--- src/rtl/audio_pkg.sv ---
// rtl/audio_pkg.sv - shared audio sample types and I2S frame constants
//
// Purpose: common definitions for the mixer and the I2S DAC serializer.
//   SAMPLE_W    : width of one two's-complement, left-justified sample
//   FRAME_SLOTS : bit slots per stereo I2S frame
//   LEFT_SLOTS  : slots per frame with LRCK low (left half)
//   sample_t    : signed sample type
//   stereo_t    : one stereo frame, left in the upper half
package audio_pkg;

  localparam int SAMPLE_W    = 32;
  localparam int FRAME_SLOTS = 64;
  localparam int LEFT_SLOTS  = 32;
  localparam int FRAME_W     = 2 * SAMPLE_W;
  localparam int SLOT_W      = $clog2(FRAME_SLOTS);

  typedef logic signed [SAMPLE_W-1:0] sample_t;

  typedef struct packed {
    sample_t left;
    sample_t right;
  } stereo_t;

  // Wire order of a stereo frame: left MSB first, then right MSB first.
  function automatic logic [FRAME_W-1:0] frame_word(input stereo_t s);
    return {s.left, s.right};
  endfunction

endpackage

--- src/rtl/i2s_bclk_gen.sv ---
// rtl/i2s_bclk_gen.sv - I2S bit-clock divider with slot strobes
//
// Purpose: divides clk into the I2S bit clock. The divider counts
// 0..2*CLK_DIV-1; BCLK is low for the first CLK_DIV counts, high for the rest.
// Ports:
//   clk        in  : system clock
//   resetn     in  : asynchronous active-low reset
//   aud_bclk   out : registered bit clock
//   slot_start out : high in the clk whose edge makes BCLK fall (divider wraps)
//   bclk_rise  out : high in the clk whose edge makes BCLK rise
module i2s_bclk_gen #(
  parameter int CLK_DIV = 8
) (
  input  logic clk,
  input  logic resetn,
  output logic aud_bclk,
  output logic slot_start,
  output logic bclk_rise
);

  localparam int DIV_MAX = 2 * CLK_DIV - 1;
  localparam int DIV_W   = $clog2(2 * CLK_DIV);

  logic [DIV_W-1:0] r_div;
  logic [DIV_W-1:0] w_div_next;
  logic             r_bclk;

  always_comb begin
    w_div_next = (r_div == DIV_W'(DIV_MAX)) ? '0 : r_div + DIV_W'(1);
  end

  // BCLK is registered from the next divider value so it stays aligned
  // with r_div without a decode glitch on the pin.
  always_ff @(posedge clk or negedge resetn) begin
    if (!resetn) begin
      r_div  <= '0;
      r_bclk <= 1'b0;
    end else begin
      r_div  <= w_div_next;
      r_bclk <= (w_div_next >= DIV_W'(CLK_DIV));
    end
  end

  assign aud_bclk   = r_bclk;
  assign slot_start = (r_div == DIV_W'(DIV_MAX));
  assign bclk_rise  = (r_div == DIV_W'(CLK_DIV - 1));

endmodule

--- src/rtl/i2s_dac_serializer.sv ---
// rtl/i2s_dac_serializer.sv - I2S master serializer for the board audio DAC
//
// Purpose: buffers one stereo sample over a valid/ready handshake and shifts
// it out MSB-first as a 64-slot I2S frame with the standard one-bit delay.
// Ports:
//   clk          in  : system clock
//   resetn       in  : asynchronous active-low reset
//   left_in      in  : left sample
//   right_in     in  : right sample
//   sample_valid in  : left_in/right_in hold a sample
//   sample_ready out : holding buffer empty
//   aud_bclk     out : I2S bit clock
//   aud_daclrck  out : LR clock, 0 = left, 1 = right
//   aud_dacdat   out : serial data
//   underrun     out : one-clk pulse when a frame loads from an empty buffer
module i2s_dac_serializer
  import audio_pkg::*;
#(
  parameter int CLK_DIV = 8
) (
  input  logic    clk,
  input  logic    resetn,
  input  sample_t left_in,
  input  sample_t right_in,
  input  logic    sample_valid,
  output logic    sample_ready,
  output logic    aud_bclk,
  output logic    aud_daclrck,
  output logic    aud_dacdat,
  output logic    underrun
);

  logic               w_slot_start;
  logic               w_bclk_rise_unused;
  logic               w_accept;
  logic               w_load;
  logic [SLOT_W-1:0]  w_slot_next;
  logic [FRAME_W-1:0] w_frame;

  logic [SLOT_W-1:0]  r_slot;
  stereo_t            r_buf;
  logic               r_ready;
  logic [FRAME_W-1:0] r_shift;
  logic               r_lrck;
  logic               r_dat;
  logic               r_underrun;

  // Data and LRCK change on BCLK fall, so the rising-edge strobe is not needed.
  i2s_bclk_gen #(
    .CLK_DIV (CLK_DIV)
  ) u_bclk_gen (
    .clk        (clk),
    .resetn     (resetn),
    .aud_bclk   (aud_bclk),
    .slot_start (w_slot_start),
    .bclk_rise  (w_bclk_rise_unused)
  );

  always_comb begin
    w_slot_next = r_slot + SLOT_W'(1);
    w_accept    = sample_valid && r_ready;
    // Leaving slot 0 is the frame load point.
    w_load      = w_slot_start && (r_slot == '0);
    // Load sees the buffer state before this edge; a same-cycle accept is too late.
    w_frame     = r_ready ? '0 : frame_word(r_buf);
  end

  // Holding buffer: r_ready doubles as the buffer-empty flag.
  always_ff @(posedge clk or negedge resetn) begin
    if (!resetn) begin
      r_buf      <= '0;
      r_ready    <= 1'b1;
      r_underrun <= 1'b0;
    end else begin
      r_underrun <= w_load && r_ready;
      if (w_accept) begin
        r_buf.left  <= left_in;
        r_buf.right <= right_in;
        r_ready     <= 1'b0;
      end else if (w_load) begin
        r_ready <= 1'b1;
      end
    end
  end

  // Slot counter and shifter. After a load the shifter keeps 63 bits, which
  // slots 2..63 and slot 0 of the next frame consume; slot 0 thus carries the
  // previous right LSB.
  always_ff @(posedge clk or negedge resetn) begin
    if (!resetn) begin
      r_slot  <= '0;
      r_shift <= '0;
      r_lrck  <= 1'b0;
      r_dat   <= 1'b0;
    end else if (w_slot_start) begin
      r_slot <= w_slot_next;
      r_lrck <= (w_slot_next >= SLOT_W'(LEFT_SLOTS));
      if (w_load) begin
        r_dat   <= w_frame[FRAME_W-1];
        r_shift <= {w_frame[FRAME_W-2:0], 1'b0};
      end else begin
        r_dat   <= r_shift[FRAME_W-1];
        r_shift <= {r_shift[FRAME_W-2:0], 1'b0};
      end
    end
  end

  assign sample_ready = r_ready;
  assign aud_daclrck  = r_lrck;
  assign aud_dacdat   = r_dat;
  assign underrun     = r_underrun;

endmodule

--- config.mk ---
export PLATFORM = sky130hd
export DESIGN_NAME = i2s_dac_serializer
export DESIGN_NICKNAME = d
export VERILOG_FILES = /design/src/rtl/audio_pkg.sv /design/src/rtl/i2s_bclk_gen.sv /design/src/rtl/i2s_dac_serializer.sv
export SDC_FILE = /design/constraint.sdc
export NUM_CORES = 1
export LEC_CHECK = 0
export CAP_MARGIN = 20
export CORE_MARGIN = 1
export CORE_UTILIZATION = 45
export CTS_CLUSTER_DIAMETER = 200
export DETAILED_ROUTE_END_ITERATION = 6
export GPL_TIMING_DRIVEN = 1
export HOLD_SLACK_MARGIN = 0.15
export PLACE_DENSITY = 0.69
export SYNTH_ARGS = -nofsm -noshare
export SYNTH_HDL_FRONTEND = slang
export SYNTH_SLANG_ARGS = --single-unit
--- constraint.sdc ---
create_clock -name clk -period 1.55 [get_ports clk]
set_clock_uncertainty 0.05 [all_clocks]
set_input_delay 0.31 -clock clk [delete_from_list [all_inputs] [get_ports clk]]
set_output_delay 0.31 -clock clk [all_outputs]
set_load 0.1 [all_outputs]
==> results.json <==
{
  "vias": 4850,
  "min_period_ps": 1640,
  "outcome": "finished with violations",
  "ios": 72,
  "placed_cell_area_um2": 7280,
  "synth_cell_types": 28,
  "netSwitchingPower_mw": 2.16,
  "reg2reg_depth": 6,
  "p_int_mw": 7.19,
  "netlist.area_leader.share": 0.565,
  "clock-sinks": 140,
  "worst_slack_ps": -88.8,
  "dp_hpwl_mm": 8.46,
  "area_growth_pct": 34.3,
  "placed_cells": 774,
  "clock_path_buffers": 2,
  "design_area_um2": 8270,
  "grt-ovfl-total": 0,
  "die_y_um": 119,
  "violations": "setup timing",
  "yosysTopAreaCell": "dfrtp_1",
  "swShare": 0.231,
  "worstPathArrival_ps": 1920,
  "worst-path-max-fanout": 9,
  "core-area_um2": 13300,
  "avgSynthCellArea_um2": 11.1,
  "pwr-share-seq": 0.466,
  "stdcell_count": 827,
  "syn_inst": 552,
  "powerDensity_nw_per_um2": 1130,
  "die_w_um": 119,
  "cellLeakagePower_nw": 3.37,
  "cts_root_buffer": "clkbuf_16",
  "synthesis.area_um2": 6150,
  "fmax_ghz": 0.610,
  "routabilityCongestion": 0.773,
  "nets": 708,
  "grt_setup_unrepaired": "true",
  "max-vdd-ir-drop_uv": 788,
  "synthTopCellsByArea": "dfrtp_1 (57%), mux2_2 (12%), nand4_1 (6.7%), a31oi_1 (6.4%), o21ai_1 (4.6%)",
  "ant_nets": 0,
  "cap_viol_max_count": 0,
  "grt_max_degree": 45,
  "cp-start-kind": "flip-flop",
  "synth_nets": 622,
  "worstHoldPathType": "in -> async",
  "crit_required_ps": 1840,
  "portBuffers": 71,
  "synth-edff-count": 0,
  "drv_slew": 0,
  "worstSetupEndpointType": "flip-flop",
  "fp.dieArea_um2": 14100,
  "ys.flop_type": "dfrtp_1",
  "slew_headroom": 0.726,
  "htreeDepth": 4,
  "cts_tree": "yes",
  "critical_path_class": "reg -> reg",
  "cts_buffers": 17,
  "grt_pass1_vias": 4733,
  "clock_latency_ps": 420,
  "routed_wl_mm": 15.3,
  "ys_seq_area_frac": 0.569,
  "route.detailed.drc": 0,
  "tightest_slew_ps": 410,
  "drive_above_1_share": 0.260,
  "grt_pass1_wl_mm": 23.9,
  "yosysWarnings": 0,
  "synth_seq_cells": 140,
  "track_usage": 0.217,
  "final.setup.tns_ps": -1280,
  "combPwrFrac": 0.090,
  "yosysMostFrequentCell": "dfrtp_1",
  "row_count": 42,
  "diodes": 0,
  "initial_core_util": 0.463,
  "async_flop_share": 1.00,
  "antenna_found_initial": 0,
  "via_per_inst": 5.86,
  "finalHoldViolations": 0,
  "period_share": 1.06,
  "setup_viol_count_final": 42,
  "yosys-top-cells-count": "dfrtp_1 (139), nand4_1 (66), nor2_1 (65)",
  "pwr-share-clk": 0.445,
  "drtPass1Iterations": 5,
  "clkTransAtPathRegs_ps": 60,
  "drtIter0Drc": 388,
  "wire_per_inst_um": 18.5
}
[kinds of logic after synthesis]
group | after synthesis | share of synthesized area
fa+ha+maj | 3 | 0.00610
compound gates | 132 | 0.122
simple gates | 147 | 0.120
xor+xnor | 6 | 0.00854
flops | 140 | 0.569
mux | 64 | 0.117
buf+inv | 60 | 0.0565
[final timing paths]
check	end	slack, ps	start
max reg2reg	r_shift[2]	-90	r_slot[5]
max	r_shift[2]	-90	r_slot[5]
min in group clk	r_shift[1]	440	r_shift[1]
min	r_buf[5]	310	resetn
min reg2reg	r_shift[1]	440	r_shift[1]
max in group asynchronous	r_buf[50]	570	resetn
[stage by stage]
step | total power [mW] | setup slack, ps | utilization | hold WS, ps
after floorplan | 4.80 | -109 | - | -35.6
after global placement | 5.18 | -116 | 0.547 | 196
after detailed placement | 5.24 | -147 | 0.547 | 207
after CTS | 9.39 | -58.2 | 0.612 | 318
after global routing | 9.72 | -194 | 0.622 | 347
final | 9.34 | -88.8 | 0.622 | 314
[cells in the final DEF, fill, tap and decap left out, types with 8 or more instances in the layout]
cell type,netlist,final
dfrtp_1,139,137
o21ai_0,8,8
nand4_1,66,66
buf_4,5,20
o21ai_1,57,56
clkbuf_16,0,22
nor2_1,65,65
clkdlybuf4s50_1,0,65
a31oi_1,63,63
buf_12,0,21
mux2_2,64,64
[state kept, by name (all words and copies together), names as in the netlist]
name                 count
r_buf                   64
r_shift                 63
r_slot                   6
u_bclk_gen.r_div         3
aud_dacdat               1
sample_ready             1
u_bclk_gen.aud_bclk      1
underrun                 1
[worst max-delay path, stage by stage (launching register included)]
cell,delay (ps)
dfrtp_4,480
buf_6,140
nor3_4,230
buf_6,190
buf_16,140
nand4_1,110
a31oi_1,210
[what timing repair did]
| item | 4_1_cts | 5_1_grt |
|---|---|---|
| hold buffers | 1 | 0 |
| gates resized for setup | 17 | 2 |
| cloned | 4 | 7 |
| setup endpoints to repair | 65 | 69 |
| pin swaps | 25 | 57 |
| buffers inserted | 9 | 3 |
| hold endpoints to repair | 116 | 0 |
[power by group through the flow]
stage               logic (mW)  clock network (mW)  registers, mW
floorplan                0.468                   0           4.33
global placement         0.793                   0           4.38
detailed placement       0.836                   0           4.40
CTS                      0.848                4.20           4.34
global route             0.936                4.38           4.39
finish                   0.837                4.15           4.35
[cell type report]
cell class | instances | area [um2]
Clock buffer | 20 | 447
Fill cell | 990 | 5030
Clock inverter | 12 | 163
Inverter | 4 | 15.0
Multi-Input combinational cell | 353 | 2360
Timing Repair Buffer | 122 | 1540
Sequential cell | 140 | 3520
Tap cell | 176 | 220
[layer usage]
metal,vias to the layer above,GRT usage,part of all wire
li1,2222,-,-
met1,2453,0.276,0.42
met2,150,0.361,0.52
met3,25,0.0436,0.043
met4,0,0.0918,0.017
met5,-,0,0
Power figures use the tool's default switching activity.
